**config.mk**
```make
export PLATFORM = sky130hd
export DESIGN_NAME = uart_tx_mmio_flat
export DESIGN_NICKNAME = d
export VERILOG_FILES = /design/src/rtl/uart_pkg.sv /design/src/rtl/uart_tx_mmio_if.sv /design/src/rtl/sync_fifo_param.sv /design/src/rtl/uart_tx_mmio.sv /design/src/flat_wrapper.sv
export SDC_FILE = /design/constraint.sdc
export NUM_CORES = 1
export LEC_CHECK = 0
export BUFFER_PORTS_ARGS = -buffer_cell sky130_fd_sc_hd__buf_4
export CORE_ASPECT_RATIO = 1.75
export CORE_UTILIZATION = 55
export CTS_CLUSTER_SIZE = 24
export DETAILED_ROUTE_END_ITERATION = 16
export PLACE_DENSITY = 0.79
export SETUP_SLACK_MARGIN = 0.4
export SLEW_MARGIN = 20
export SYNTH_ARGS = -nofsm -noshare
export SYNTH_HDL_FRONTEND = slang
export SYNTH_SLANG_ARGS = --single-unit
```
**constraint.sdc**
```tcl
create_clock -name clk -period 5.6 [get_ports clk]
set_clock_uncertainty 0.1 [all_clocks]
set_input_delay 1.68 -clock clk [delete_from_list [all_inputs] [get_ports clk]]
set_output_delay 1.68 -clock clk [all_outputs]
set_load 0.02 [all_outputs]
```
**src/rtl/uart_pkg.sv**
```systemverilog
// Shared UART definitions: FSM state encoding, register map and frame constants.
// UART_TX_PARITY_EN adds the PARITY state and the parity capability flag.
package uart_pkg;

  localparam int unsigned STATE_W = 3;
  typedef logic [STATE_W-1:0] uart_state_t;

  localparam uart_state_t ST_IDLE   = 3'd0;
  localparam uart_state_t ST_START  = 3'd1;
  localparam uart_state_t ST_DATA   = 3'd2;
  localparam uart_state_t ST_STOP   = 3'd3;
`ifdef UART_TX_PARITY_EN
  localparam uart_state_t ST_PARITY = 3'd4;
  localparam logic        PARITY_CAP = 1'b1;
`else
  localparam logic        PARITY_CAP = 1'b0;
`endif

  // Registers are selected by a single address bit; these are its values.
  localparam int unsigned REG_SEL_BIT = 2;
  localparam logic        TX_DATA_OFS = 1'b0;
  localparam logic        STATUS_OFS  = 1'b1;

  localparam int unsigned STS_FULL       = 0;
  localparam int unsigned STS_EMPTY      = 1;
  localparam int unsigned STS_BUSY       = 2;
  localparam int unsigned STS_OVERFLOW   = 3;
  localparam int unsigned STS_COUNT_LSB  = 4;
  localparam int unsigned STS_COUNT_W    = 4;
  localparam int unsigned STS_PARITY_CAP = 8;

  localparam int unsigned DATA_BITS  = 8;
  localparam int unsigned BIT_IDX_W  = 3;
  localparam logic        START_BIT  = 1'b0;
  localparam logic        STOP_BIT   = 1'b1;

endpackage

```
**src/rtl/uart_tx_mmio_if.sv**
```systemverilog
// Memory-map slave bus carrying store data, slave-local address, write strobe and read data.
interface uart_tx_mmio_if #(
  parameter int unsigned DATA_WIDTH = 32
);

  logic [DATA_WIDTH-1:0] wd;
  logic [DATA_WIDTH-1:0] address;
  logic                  we;
  logic [DATA_WIDTH-1:0] rd;

  modport master (
    output wd,
    output address,
    output we,
    input  rd
  );

  modport slave (
    input  wd,
    input  address,
    input  we,
    output rd
  );

endinterface

```
**src/rtl/sync_fifo_param.sv**
```systemverilog
// Synchronous show-ahead FIFO with occupancy count; DEPTH must be a power of two >= 2.
module sync_fifo_param #(
  parameter int unsigned LENGTH = 8,
  parameter int unsigned DEPTH  = 8
) (
  input  logic                     clk,
  input  logic                     rst,
  input  logic                     push,
  input  logic                     pop,
  input  logic [LENGTH-1:0]        din,
  output logic [LENGTH-1:0]        dout,
  output logic                     full,
  output logic                     empty,
  output logic [$clog2(DEPTH):0]   count
);

  localparam int unsigned AW = $clog2(DEPTH);
  localparam int unsigned CW = AW + 1;

  logic [LENGTH-1:0] mem [DEPTH];
  logic [AW-1:0]     rd_ptr;
  logic [AW-1:0]     wr_ptr;
  logic              do_push;
  logic              do_pop;

  assign full    = (count == CW'(DEPTH));
  assign empty   = (count == '0);
  assign do_push = push && !full;
  assign do_pop  = pop && !empty;
  assign dout    = mem[rd_ptr];

  // Storage carries no reset; validity is tracked by count alone.
  always_ff @(posedge clk) begin
    if (do_push) begin
      mem[wr_ptr] <= din;
    end
  end

  // Pointers wrap naturally at the power-of-two depth.
  always_ff @(posedge clk or posedge rst) begin
    if (rst) begin
      rd_ptr <= '0;
      wr_ptr <= '0;
      count  <= '0;
    end else begin
      if (do_push) begin
        wr_ptr <= wr_ptr + AW'(1);
      end
      if (do_pop) begin
        rd_ptr <= rd_ptr + AW'(1);
      end
      case ({do_push, do_pop})
        2'b10:   count <= count + CW'(1);
        2'b01:   count <= count - CW'(1);
        default: count <= count;
      endcase
    end
  end

endmodule

```
**src/rtl/uart_tx_mmio.sv**
```systemverilog
// Memory-mapped UART transmitter: FIFO-buffered stores serialised as 8N1 frames on tx.
// Define UART_TX_PARITY_EN to append an even-parity bit and advertise it in STATUS[8].
module uart_tx_mmio
  import uart_pkg::*;
#(
  parameter int unsigned DATA_WIDTH   = 32,
  parameter int unsigned CLKS_PER_BIT = 434,
  parameter int unsigned FIFO_DEPTH   = 8
) (
  input  logic          clk,
  input  logic          rst,
  uart_tx_mmio_if.slave bus,
  output logic          tx,
  output logic          irq_empty
);

  localparam int unsigned CNT_W = (CLKS_PER_BIT > 1) ? $clog2(CLKS_PER_BIT) : 1;
  localparam int unsigned OCC_W = $clog2(FIFO_DEPTH) + 1;
  localparam logic [CNT_W-1:0]     BAUD_LAST = CNT_W'(CLKS_PER_BIT - 1);
  localparam logic [BIT_IDX_W-1:0] BIT_LAST  = BIT_IDX_W'(DATA_BITS - 1);

  uart_state_t          state_q;
  uart_state_t          state_d;
  logic [CNT_W-1:0]     baud_q;
  logic [BIT_IDX_W-1:0] bit_idx_q;
  logic [DATA_BITS-1:0] shreg_q;
  logic                 ovf_q;
  logic                 tx_d;
  logic                 baud_done;

  logic                 sel_status;
  logic                 wr_data;
  logic                 wr_status;
  logic                 ovf_set;
  logic                 ovf_clr;
  logic [DATA_WIDTH-1:0] status;

  logic                 fifo_push;
  logic                 fifo_pop;
  logic [7:0]           fifo_dout;
  logic                 fifo_full;
  logic                 fifo_empty;
  logic [OCC_W-1:0]     fifo_count;

  logic                 unused_bus_bits;

  sync_fifo_param #(
    .LENGTH (8),
    .DEPTH  (FIFO_DEPTH)
  ) u_fifo (
    .clk   (clk),
    .rst   (rst),
    .push  (fifo_push),
    .pop   (fifo_pop),
    .din   (bus.wd[7:0]),
    .dout  (fifo_dout),
    .full  (fifo_full),
    .empty (fifo_empty),
    .count (fifo_count)
  );

  // Register decode; a store into a full FIFO is dropped and flagged.
  assign sel_status = (bus.address[REG_SEL_BIT] == STATUS_OFS);
  assign wr_data    = bus.we && (bus.address[REG_SEL_BIT] == TX_DATA_OFS);
  assign wr_status  = bus.we && sel_status;
  assign fifo_push  = wr_data && !fifo_full;
  assign ovf_set    = wr_data && fifo_full;
  assign ovf_clr    = wr_status && bus.wd[STS_OVERFLOW];
  assign baud_done  = (baud_q == BAUD_LAST);

  assign unused_bus_bits = ^{bus.wd[DATA_WIDTH-1:8], bus.address[DATA_WIDTH-1:3],
                             bus.address[1:0]};

  always_comb begin
    status                                  = '0;
    status[STS_FULL]                        = fifo_full;
    status[STS_EMPTY]                       = fifo_empty;
    status[STS_BUSY]                        = (state_q != ST_IDLE);
    status[STS_OVERFLOW]                    = ovf_q;
    status[STS_COUNT_LSB +: STS_COUNT_W]    = STS_COUNT_W'(fifo_count);
    status[STS_PARITY_CAP]                  = PARITY_CAP;
    bus.rd = sel_status ? status : '0;
  end

  always_ff @(posedge clk or posedge rst) begin
    if (rst) begin
      state_q <= ST_IDLE;
    end else begin
      state_q <= state_d;
    end
  end

  // Next state, FIFO pop and the line level for the current state.
  always_comb begin
    state_d  = state_q;
    fifo_pop = 1'b0;
    tx_d     = STOP_BIT;
    case (state_q)
      ST_IDLE: begin
        tx_d = STOP_BIT;
        if (!fifo_empty) begin
          fifo_pop = 1'b1;
          state_d  = ST_START;
        end
      end
      ST_START: begin
        tx_d = START_BIT;
        if (baud_done) begin
          state_d = ST_DATA;
        end
      end
      ST_DATA: begin
        tx_d = shreg_q[bit_idx_q];
        if (baud_done && (bit_idx_q == BIT_LAST)) begin
`ifdef UART_TX_PARITY_EN
          state_d = ST_PARITY;
`else
          state_d = ST_STOP;
`endif
        end
      end
`ifdef UART_TX_PARITY_EN
      ST_PARITY: begin
        tx_d = ^shreg_q;
        if (baud_done) begin
          state_d = ST_STOP;
        end
      end
`endif
      ST_STOP: begin
        tx_d = STOP_BIT;
        // Chain straight into the next start bit when data is waiting.
        if (baud_done) begin
          if (!fifo_empty) begin
            fifo_pop = 1'b1;
            state_d  = ST_START;
          end else begin
            state_d = ST_IDLE;
          end
        end
      end
      default: begin
        state_d = ST_IDLE;
      end
    endcase
  end

  // Datapath: baud timing, bit index, shift register, overflow and registered outputs.
  always_ff @(posedge clk or posedge rst) begin
    if (rst) begin
      baud_q    <= '0;
      bit_idx_q <= '0;
      shreg_q   <= '0;
      ovf_q     <= 1'b0;
      tx        <= STOP_BIT;
      irq_empty <= 1'b1;
    end else begin
      if ((state_d != state_q) || (state_q == ST_IDLE) || baud_done) begin
        baud_q <= '0;
      end else begin
        baud_q <= baud_q + CNT_W'(1);
      end

      if (state_q != ST_DATA) begin
        bit_idx_q <= '0;
      end else if (baud_done) begin
        bit_idx_q <= bit_idx_q + BIT_IDX_W'(1);
      end

      if (fifo_pop) begin
        shreg_q <= fifo_dout;
      end

      if (ovf_set) begin
        ovf_q <= 1'b1;
      end else if (ovf_clr) begin
        ovf_q <= 1'b0;
      end

      tx        <= tx_d;
      irq_empty <= fifo_empty && (state_q == ST_IDLE);
    end
  end

endmodule

```
**src/flat_wrapper.sv**
```systemverilog
// flat-port wrapper written by rule: the top's interface ports become plain ports
module uart_tx_mmio_flat import uart_pkg::*;
#(
  parameter int unsigned DATA_WIDTH   = 32,
  parameter int unsigned CLKS_PER_BIT = 434,
  parameter int unsigned FIFO_DEPTH   = 8
)
  (clk, rst, tx, irq_empty, bus_wd, bus_address, bus_we, bus_rd);
  uart_tx_mmio_if #(.DATA_WIDTH(DATA_WIDTH)) bus_i ();
  input  logic clk;
  input  logic rst;
  output logic tx;
  output logic irq_empty;
  input wire logic [$bits(bus_i.wd)-1:0] bus_wd;
  input wire logic [$bits(bus_i.address)-1:0] bus_address;
  input wire logic [$bits(bus_i.we)-1:0] bus_we;
  output wire logic [$bits(bus_i.rd)-1:0] bus_rd;
  assign bus_i.wd = bus_wd;
  assign bus_i.address = bus_address;
  assign bus_i.we = bus_we;
  assign bus_rd = bus_i.rd;
  uart_tx_mmio #(.DATA_WIDTH(DATA_WIDTH), .CLKS_PER_BIT(CLKS_PER_BIT), .FIFO_DEPTH(FIFO_DEPTH)) u_core (.clk(clk), .rst(rst), .bus(bus_i), .tx(tx), .irq_empty(irq_empty));
endmodule
```
Word level (Yosys, flattened, before mapping)
Memories as Yosys holds them, arrays and structs flattened. A register that Yosys moved wholly into a read port is not among the register bits.
Cells that the tools add are included.
Widths: inputs -> output; s select.

operators by class
  add/subtract/negate cells = 6
  magnitude comparators = 1
  equal/unequal tests = 10
  multiplexer cells = 21
  bitwise logic cells = 1
  reductions and logical operators = 19

operators by type and width
  kind                 count
  $mux 3               6
  $pmux 3 s4           1
  $add 3x1->3 const B  3
  $add 9x1->9 const B  1
  $eq 9x9->1 const B   1
  $logic_and 1x1->1    9
  $mux 9               1
  $mux 1               8
  $mux 8               1
  $pmux 4 s2           1
  $eq 3x2->1 const B   2
  $reduce_bool 2->1    3
  $add 4x1->4 const B  1
  $eq 4x4->1 const B   1
  $logic_not 4->1      1
  $lt 3x4->1 const B   1
  $pmux 1 s2           2
  $sub 4x1->4 const B  1
  $bmux 1 s3           1
  $eq 3x1->1 const B   1
  $eq 3x3->1 const B   1
  $logic_not 3->1      1
  $ne 3x2->1 const B   1
  $ne 3x3->1           1
  6 further kinds      8

storage, ports and cells
  register bits after elaboration = 28
  memory bits (writable) = 64
  output and inout port bits = 34
  word-level logic and storage cells = 68
  memories kept = 1

memory list
  memory             depth  width  rd ports  clocked after memory_dff  wr ports  line                   source
  u_core.u_fifo.mem  8      8      1         1                         1         sync_fifo_param.sv:20  logic [LENGTH-1:0] mem [DEPTH];

Logic depth before layout (Yosys ltp)
Gate-level depths: netlist of run 1.

  depth after elaboration = 8
  depth in mapped cells = 13
  mapped depth without buffers = 12

By module
A second synthesis of run 1 with hierarchy kept.

second synthesis, totals
  cell total of the unflattened synthesis = 310
  area total of the unflattened synthesis = 4662.0 sq um

by module, submodules not included
  module           times used  cells an instance  area each (sq um)  seq. area each (sq um)
  sync_fifo_param  1           161                3135.5             2172.1
  uart_tx_mmio     1           149                1526.5             653.1

Least setup slack after synthesis of run 1
OpenSTA, ideal clock, no wires.

  path type = in2out
  from = in bus_address[2]
  to = out bus_rd[2]
  arrival time = 2.007 ns
  required time = 3.820 ns
  path slack = 1.813 ns
  stages on the path = 1
  buffers on the path = 0
  cells stage by stage = nor2b_1

between the ends
  cells in the longest elaborated chain, start to end = 1

RTL lines
  what         line                source
  from (decl)  flat_wrapper.sv:15  input wire logic [$bits(bus_i.address)-1:0] bus_address;
  $mux 8       uart_tx_mmio.sv:82  bus.rd = sel_status ? status : '0;
  to (decl)    flat_wrapper.sv:17  output wire logic [$bits(bus_i.rd)-1:0] bus_rd;

Every way passes these cells.

Final worst setup path of run 1
  from = in bus_address[2]
  to = out bus_rd[6]

Same word-level chain as after synthesis.

==> flow_metrics.py, run 1 <==
metrics = {
    "floorplan": {
        "floorplan.initialDensity_pct": 57.24,
        "rows": 43,
        "floorplan.core_area_um2": 7963,
        "io_pins": 101,
        "die_span_x_um": 70.82,
        "die_area_um2": 8670,
        "die_height_um": 122.4,
    },
    "logic_synthesis": {
        "synth_async_sr_flop_share_pct": 36.00,
        "synth-edff-count": 64,
        "synth.lib_cells_used.distinct": 44,
        "synth.top_cells.by_area": "edfxtp_1, dfrtp_1, mux4_2",
        "seq_area_frac_synth_pct": 61.98,
        "leading_cell_type_by_number_of_instances_after_synthesis": "edfxtp_1",
        "synth_area_um2": 4558,
        "ys_ff_latch": 100,
        "yosys_warning_count": 0,
        "synthesized_area_divided_by_synthesized_cell_count_um2": 15.04,
        "postSynth.topFlopCell": "edfxtp_1",
        "synth.cells.most_frequent": "edfxtp_1, dfrtp_1, buf_4, nor2_1",
        "synthDominantCellAreaShare_pct": 42.16,
        "syn-instance-count": 303,
        "synth_area_leader_cell": "edfxtp_1",
    },
    "drt": {
        "num_vias": 2311,
        "drt_first_pass_iters": 6,
        "via_per_inst": 5.450,
        "totalWireLength_mm": 6.951,
        "avgRoutedWirePerCell_um": 16.39,
        "drtAntennaViolNets": 0,
        "detail_route.iter0.violations": 141,
        "post-route-drc-count": 0,
    },
    "sta": {
        "setup_viol": 0,
        "holdWs_ps": 410.2,
        "final.min_clock_period_ps": 3900,
        "achievable-frequency_ghz": 0.2564,
        "setup-tns-final_ps": 0,
        "tightest_slew_ps": 1028,
        "period_share_pct": 69.64,
        "unrepaired_setup_endpoints_after_global_routing": "false",
        "timing.final.max_slew_violations": 0,
        "slew-limit-headroom_pct": 31.45,
        "final_hold_viol_count": 0,
    },
    "setup_path": {
        "worst_ep_arrival_time_ps": 2120,
        "critical-path-max-stage-delay_ps": 150,
        "worstSetupPathType": "in -> out",
        "worst_setup_path_start_kind": "input port",
        "critical-path-top-cell-by-count": "buf_4",
        "kind_of_cell_adding_the_most_delay_to_the_critical_path": "buffers and inverters",
        "crit_path_end_kind": "output port",
        "worst-path-buf-inv": 2,
        "cp_cell_sequence": "buf_4 > and2_1 > buf_4",
        "critPathRequiredTime_ps": 3820,
        "crit_slowest_cell": "and2_1",
        "cp_max_fo": 10,
    },
    "global_route": {
        "grt_pass1_vias": 2307,
        "total_congestion_overflow_after_global_routing": 0,
        "grt_pass1_wl_mm": 11.41,
        "grt_use_total_pct": 18.05,
        "grt_max_degree": 37,
        "antenna_violations_before_repair": 0,
    },
    "job": {
        "cap_viol_max_count": 0,
    },
    "place": {
        "count_of_input_and_output_buffers": 21,
        "hpwl_mm": 4.778,
        "gp_congestion": 0.7412,
    },
    "clocking": {
        "h-tree-depth": 3,
        "clk_root_buffer_cell": "clkbuf_16",
        "cts_max_path_buffers": 2,
        "clock_sink_count": 100,
        "clock_tree_from_tritoncts": "built",
        "cts_inserted_buffers": 9,
        "insertion_delay_ps": 340,
        "cts_resized": 0,
        "worst_setup_hold_path_clk_slew_ps": 70,
        "cts.hold.buffers_added": 0,
        "post-cts-setup-buffer-count": 0,
    },
    "power": {
        "p_per_area_nw_per_um2": 438.7,
        "power.static_leakage_uw": 0.001903,
        "irDropWorstVdd_v": 0.0003028,
    },
    "status": {
        "outcome": "completed",
    },
    "layout": {
        "post_route_cells_drive_above_1_share_pct": 22.16,
        "design.final.nets": 406,
        "n_antenna_cell": 0,
        "synthToLayoutAreaGrowth_pct": 9.278,
    },
    "hold_path": {
        "min-delay-path-class": "reg -> reg",
    },
}
[through the flow]
| stage | worst slack, ps | instance area (um^2) | total power, uW | util [%] | cells |
|---|---|---|---|---|---|
| floorplan | 1813 | 4648 | 1510 | - | 327 |
| global placement | 1656 | 4690 | 1590 | 58.89 | 408 |
| detailed placement | 1551 | 4690 | 1620 | 58.89 | 408 |
| CTS | 1694 | 4981 | 2219 | 62.56 | 424 |
| global route | 1681 | 4981 | 2308 | 62.56 | 424 |
| finish | 1700 | 4981 | 2185 | 62.56 | 424 |
[sequential cells by signal, summed over array words and instances, names as in the netlist]
signal                cells
u_core.bit_idx_q          3
u_core.ovf_q              1
u_core.baud_q             9
u_core.u_fifo.rd_ptr      3
u_core.irq_empty          1
u_core.shreg_q            8
u_core.state_q            3
u_core.u_fifo.mem        64
u_core.u_fifo.count       4
u_core.u_fifo.wr_ptr      3
u_core.tx                 1
[worst reg2reg max path, stage by stage, from the launching register on]
cell      delay (ps)
dfrtp_1          440
nor4_1           700
nor2_1           160
o21ai_2          330
inv_1            130
ha_1             290
ha_1             340
inv_1             70
nor4_1           230
nand4b_1         140
o211ai_1         100
[layer usage]
| layer | vias up | routed length, um | track usage, % |
|---|---|---|---|
| li1 | 1117 | - | - |
| met1 | 1140 | 2707 | 20.45 |
| met2 | 47 | 3939 | 32.33 |
| met3 | 7 | 221 | 4.926 |
| met4 | 0 | 82 | 6.750 |
| met5 | - | 0 | 0 |
[cells by family after synthesis]
logic type / share of synthesized area (%)
adder cells (fa/ha/maj): 2.910
flip-flops: 61.98
AND/OR/NAND/NOR: 8.647
buffers and inverters: 6.423
multiplexers: 14.49
AO/OA/AOI/OAI: 2.580
XOR/XNOR: 2.882
other: 0.08227
[power breakdown]
group	leakage, uW	total, uW	internal [uW]	switching [uW]
Sequential	0.00103	1050	901	145
Combinational	0.000743	546	326	220
Clock	0.000133	593	343	250
Total	0.00190	2180	1570	615
[worst paths after layout]
check	slack (ps)	startpoint	end	cells past startpoint
max	1700	bus_address[2]	bus_rd[6]	3
min	410	u_core.shreg_q[2]	u_core.shreg_q[2]	1
max reg2reg	2440	u_core.u_fifo.count[0]	u_core.u_fifo.count[3]	10
min reg2reg	410	u_core.shreg_q[2]	u_core.shreg_q[2]	1
max in group asynchronous	3720	rst	u_core.irq_empty	3
min in group asynchronous	1340	rst	u_core.u_fifo.count[1]	3
[area by class of cell]
cell class,count,area [um^2]
clock buffer,9,225.2
clock inverter,7,66.31
fill,577,2982
inverter,11,41.29
multi-input combinational,183,1530
sequential,100,2825
tap,90,112.6
timing repair buffer,24,180.2
[cells in the final DEF, fill, tap and decap left out, types with 2 or more instances in the layout]
master | synthesis | final
mux2i_1 | 3 | 3
nand2b_1 | 5 | 5
xnor2_1 | 11 | 11
nand3_1 | 3 | 3
nand2_1 | 13 | 13
mux2_2 | 10 | 10
nand4_1 | 2 | 2
clkinv_1 | 0 | 2
buf_4 | 25 | 24
clkinvlp_4 | 0 | 2
dfrtp_1 | 34 | 34
clkbuf_16 | 0 | 9
mux2_4 | 8 | 8
inv_1 | 11 | 11
nor2_1 | 25 | 25
edfxtp_1 | 64 | 64
conb_1 | 1 | 25
o31a_1 | 2 | 2
mux4_2 | 13 | 13
or3_1 | 3 | 3
mux4_1 | 4 | 4
o211ai_1 | 3 | 3
nor2b_1 | 2 | 2
o22ai_1 | 2 | 2
ha_1 | 9 | 9
xor2_1 | 4 | 4
a21oi_1 | 4 | 4
nor4_1 | 2 | 2
o21ai_0 | 6 | 6
nor3_1 | 6 | 6
and2_1 | 8 | 8
dfstp_2 | 2 | 2
(Power assumes the default switching activity.)
==> inputs of run 2 (changes only) <==
CORE_UTILIZATION = 49   (was 55)
PLACE_DENSITY = 0.74   (was 0.79)
clock period = 3.4 ns   (was 5.6 ns; I/O delays follow)
==> run 2 against run 1 <==
  * Hold slack better by 1.7 ps
  * Flip-flop and latch count did not move
  * Non-clock buffer count grew 11
  * Routed wire length rose by 6.8%
  * Sequential share of layout area is 1.5 points lower
  * Worst setup slack got worse by 1100 ps
  * First-iteration DRC count down 38%
  * Register-to-register slack lost 1800 ps
  * Clock power increased by 66%
  * Utilization down 6.0 points
==> flow_metrics.py, run 2 (synthesis gave the netlist of run 1 again) <==
metrics = {
    "status": {
        "outcome": "completed",
    },
    "drt": {
        "detail_route.iter0.violations": 88,
        "drt_first_pass_iters": 4,
        "drtAntennaViolNets": 0,
        "avgRoutedWirePerCell_um": 15.96,
        "post-route-drc-count": 0,
        "num_vias": 2419,
        "totalWireLength_mm": 7.421,
        "via_per_inst": 5.202,
    },
    "hold_path": {
        "hold-path-endpoint": "u_core.ovf_q",
        "hold-path-cell-count": 2,
        "worst_hold_startpoint": "u_core.ovf_q",
        "min-delay-path-class": "reg -> reg",
    },
    "power": {
        "pwr-share-clk_pct": 27.0,
        "p_per_area_nw_per_um2": 713.9,
        "power.combinational.fraction_pct": 27.2,
        "irDropWorstVdd_v": 0.0003932,
        "power.static_leakage_uw": 0.001964,
        "net-switching-power_uw": 1089,
        "pwr-share-seq_pct": 45.8,
        "switching_share_of_total_power_pct": 29.82,
        "internal_power_uw": 2563,
        "power_consumption_uw": 3652,
    },
    "setup_path": {
        "rr_startpoint": "u_core.baud_q[3]",
        "rrSetupSlack_ps": 600,
        "cp_cell_sequence": "or4b_4 > nor3_4 > o21ai_4 > inv_1 > ha_2 > ha_1 > inv_1 > or3_1 > nand4b_1 > o211ai_1",
        "critical-path-top-cell-by-count": "inv_1",
        "critical_path.reg2reg.endpoint": "u_core.u_fifo.count[3]",
        "timing.critical_path.from": "u_core.baud_q[3]",
        "worstSetupPathType": "reg -> reg",
        "reg2regPathDepth": 10,
        "critPathRequiredTime_ps": 3520,
        "worst_ep_arrival_time_ps": 2920,
        "crit_path_end_kind": "flip-flop",
        "worst_setup_path_start_kind": "flip-flop",
        "worst-path-buf-inv": 2,
        "kind_of_cell_adding_the_most_delay_to_the_critical_path": "simple AND/OR/NAND/NOR gates",
        "crit_slowest_cell": "or4b_4",
        "critical-path-max-stage-delay_ps": 590,
        "cp_max_fo": 11,
    },
    "clocking": {
        "clock_tree_from_tritoncts": "built",
        "clk_root_buffer_cell": "clkbuf_16",
        "clock_sink_count": 100,
        "cts_resized": 1,
        "cts.hold.buffers_added": 0,
        "cts_inserted_buffers": 9,
        "cts_max_path_buffers": 2,
        "worst_setup_hold_path_clk_slew_ps": 70,
        "post-cts-setup-buffer-count": 0,
        "insertion_delay_ps": 340,
        "h-tree-depth": 3,
    },
    "global_route": {
        "grt_use_total_pct": 17.47,
        "grt_max_degree": 20,
        "antenna_violations_before_repair": 0,
        "grt_pass1_wl_mm": 12.04,
        "grt_pass1_vias": 2451,
        "total_congestion_overflow_after_global_routing": 0,
    },
    "layout": {
        "biggest_registers_after_layout": "u_core.u_fifo.mem: 64 flops, u_core.baud_q: 9 flops, u_core.shreg_q: 8 flops",
        "layout.cells.most_common_list": "edfxtp_1, buf_4, dfrtp_1",
        "top_register_by_number_of_flip_flops": "u_core.u_fifo.mem",
        "mostFrequentLayoutCell": "edfxtp_1",
        "post_route_cells_drive_above_1_share_pct": 25.80,
        "synthToLayoutAreaGrowth_pct": 12.22,
        "largest_reg_flops": 64,
        "n_fill_cell": 752,
        "n_antenna_cell": 0,
        "design.final.nets": 417,
    },
    "floorplan": {
        "io_pins": 101,
        "die_height_um": 129.6,
        "rows": 46,
        "die_area_um2": 9708,
        "floorplan.initialDensity_pct": 50.44,
        "die_span_x_um": 74.91,
        "floorplan.core_area_um2": 9036,
    },
    "sta": {
        "setup_viol": 0,
        "slew-limit-headroom_pct": 49.62,
        "period_share_pct": 82.36,
        "setup-tns-final_ps": 0,
        "holdWs_ps": 411.9,
        "timing.final.max_slew_violations": 0,
        "unrepaired_setup_endpoints_after_global_routing": "false",
        "tightest_slew_ps": 755.7,
        "achievable-frequency_ghz": 0.3571,
        "final.min_clock_period_ps": 2800,
        "final_hold_viol_count": 0,
    },
    "place": {
        "count_of_input_and_output_buffers": 21,
        "hpwl_mm": 5.202,
        "gp_congestion": 0.7170,
    },
    "job": {
        "cap_viol_max_count": 0,
    },
}
run 2: cell types whose count changed in the layout (fill, tap and decap cells not counted), sizes merged:
| cell | before | now |
|---|---|---|
| clkinvlp | 3 | 2 |
| inv | 12 | 14 |
| bufinv | 1 | 0 |
| buf | 24 | 35 |
run 2: power groups by stage:
stage | sequential, uW | combinational [uW] | clock (uW)
final | 1670 | 993 | 987
after global routing | 1700 | 1100 | 1050
after floorplan | 1600 | 888 | 0
after CTS | 1670 | 1010 | 1010
after global placement | 1690 | 972 | 0
after detailed placement | 1700 | 998 | 0
run 2: stage by stage:
stage	setup WS, ps	util (%)	instance area [um^2]	instances
6_report	599.7	56.60	5115	465
5_1_grt	444.9	56.60	5115	465
4_1_cts	499.1	56.54	5109	465
3_5_place_dp	389.2	53.23	4810	449
3_3_place_gp	493.8	53.23	4810	449
2_1_floorplan	514.5	-	4648	327
run 2: how the worst max path moves through the flow:
stage | cells after the start | to
4_1_cts | 10 | u_core.u_fifo.count[3]
6_report | 10 | u_core.u_fifo.count[3]
3_5_place_dp | 11 | u_core.u_fifo.count[3]
2_1_floorplan | 8 | u_core.u_fifo.count[3]
5_1_grt | 10 | u_core.u_fifo.count[3]
3_3_place_gp | 11 | u_core.u_fifo.count[3]
run 2: area by class of cell:
| type | instances | area, um^2 | share of cell area (%) |
|---|---|---|---|
| clock inverters | 7 | 66.31 | 1.296 |
| flip-flops and latches | 100 | 2825 | 55.23 |
| repair buffers | 35 | 262.8 | 5.137 |
| multi-input cells | 183 | 1544 | 30.19 |
| well taps | 120 | 150.1 | 2.935 |
| inverters | 11 | 41.29 | 0.8072 |
| clock buffers | 9 | 225.2 | 4.403 |
run 2: per-layer routing:
layer	global-route usage, %	wire length, um	up-vias
met5	0	0	-
met4	7.991	147	0
met3	3.110	184	9
met2	32.17	4284	46
met1	18.74	2804	1230
li1	-	-	1134
run 2: worst min-delay path, stage by stage, from the launching register on:
cell	delay [ps]
dfrtp_1	360
nand2_1	50
o21ai_0	60
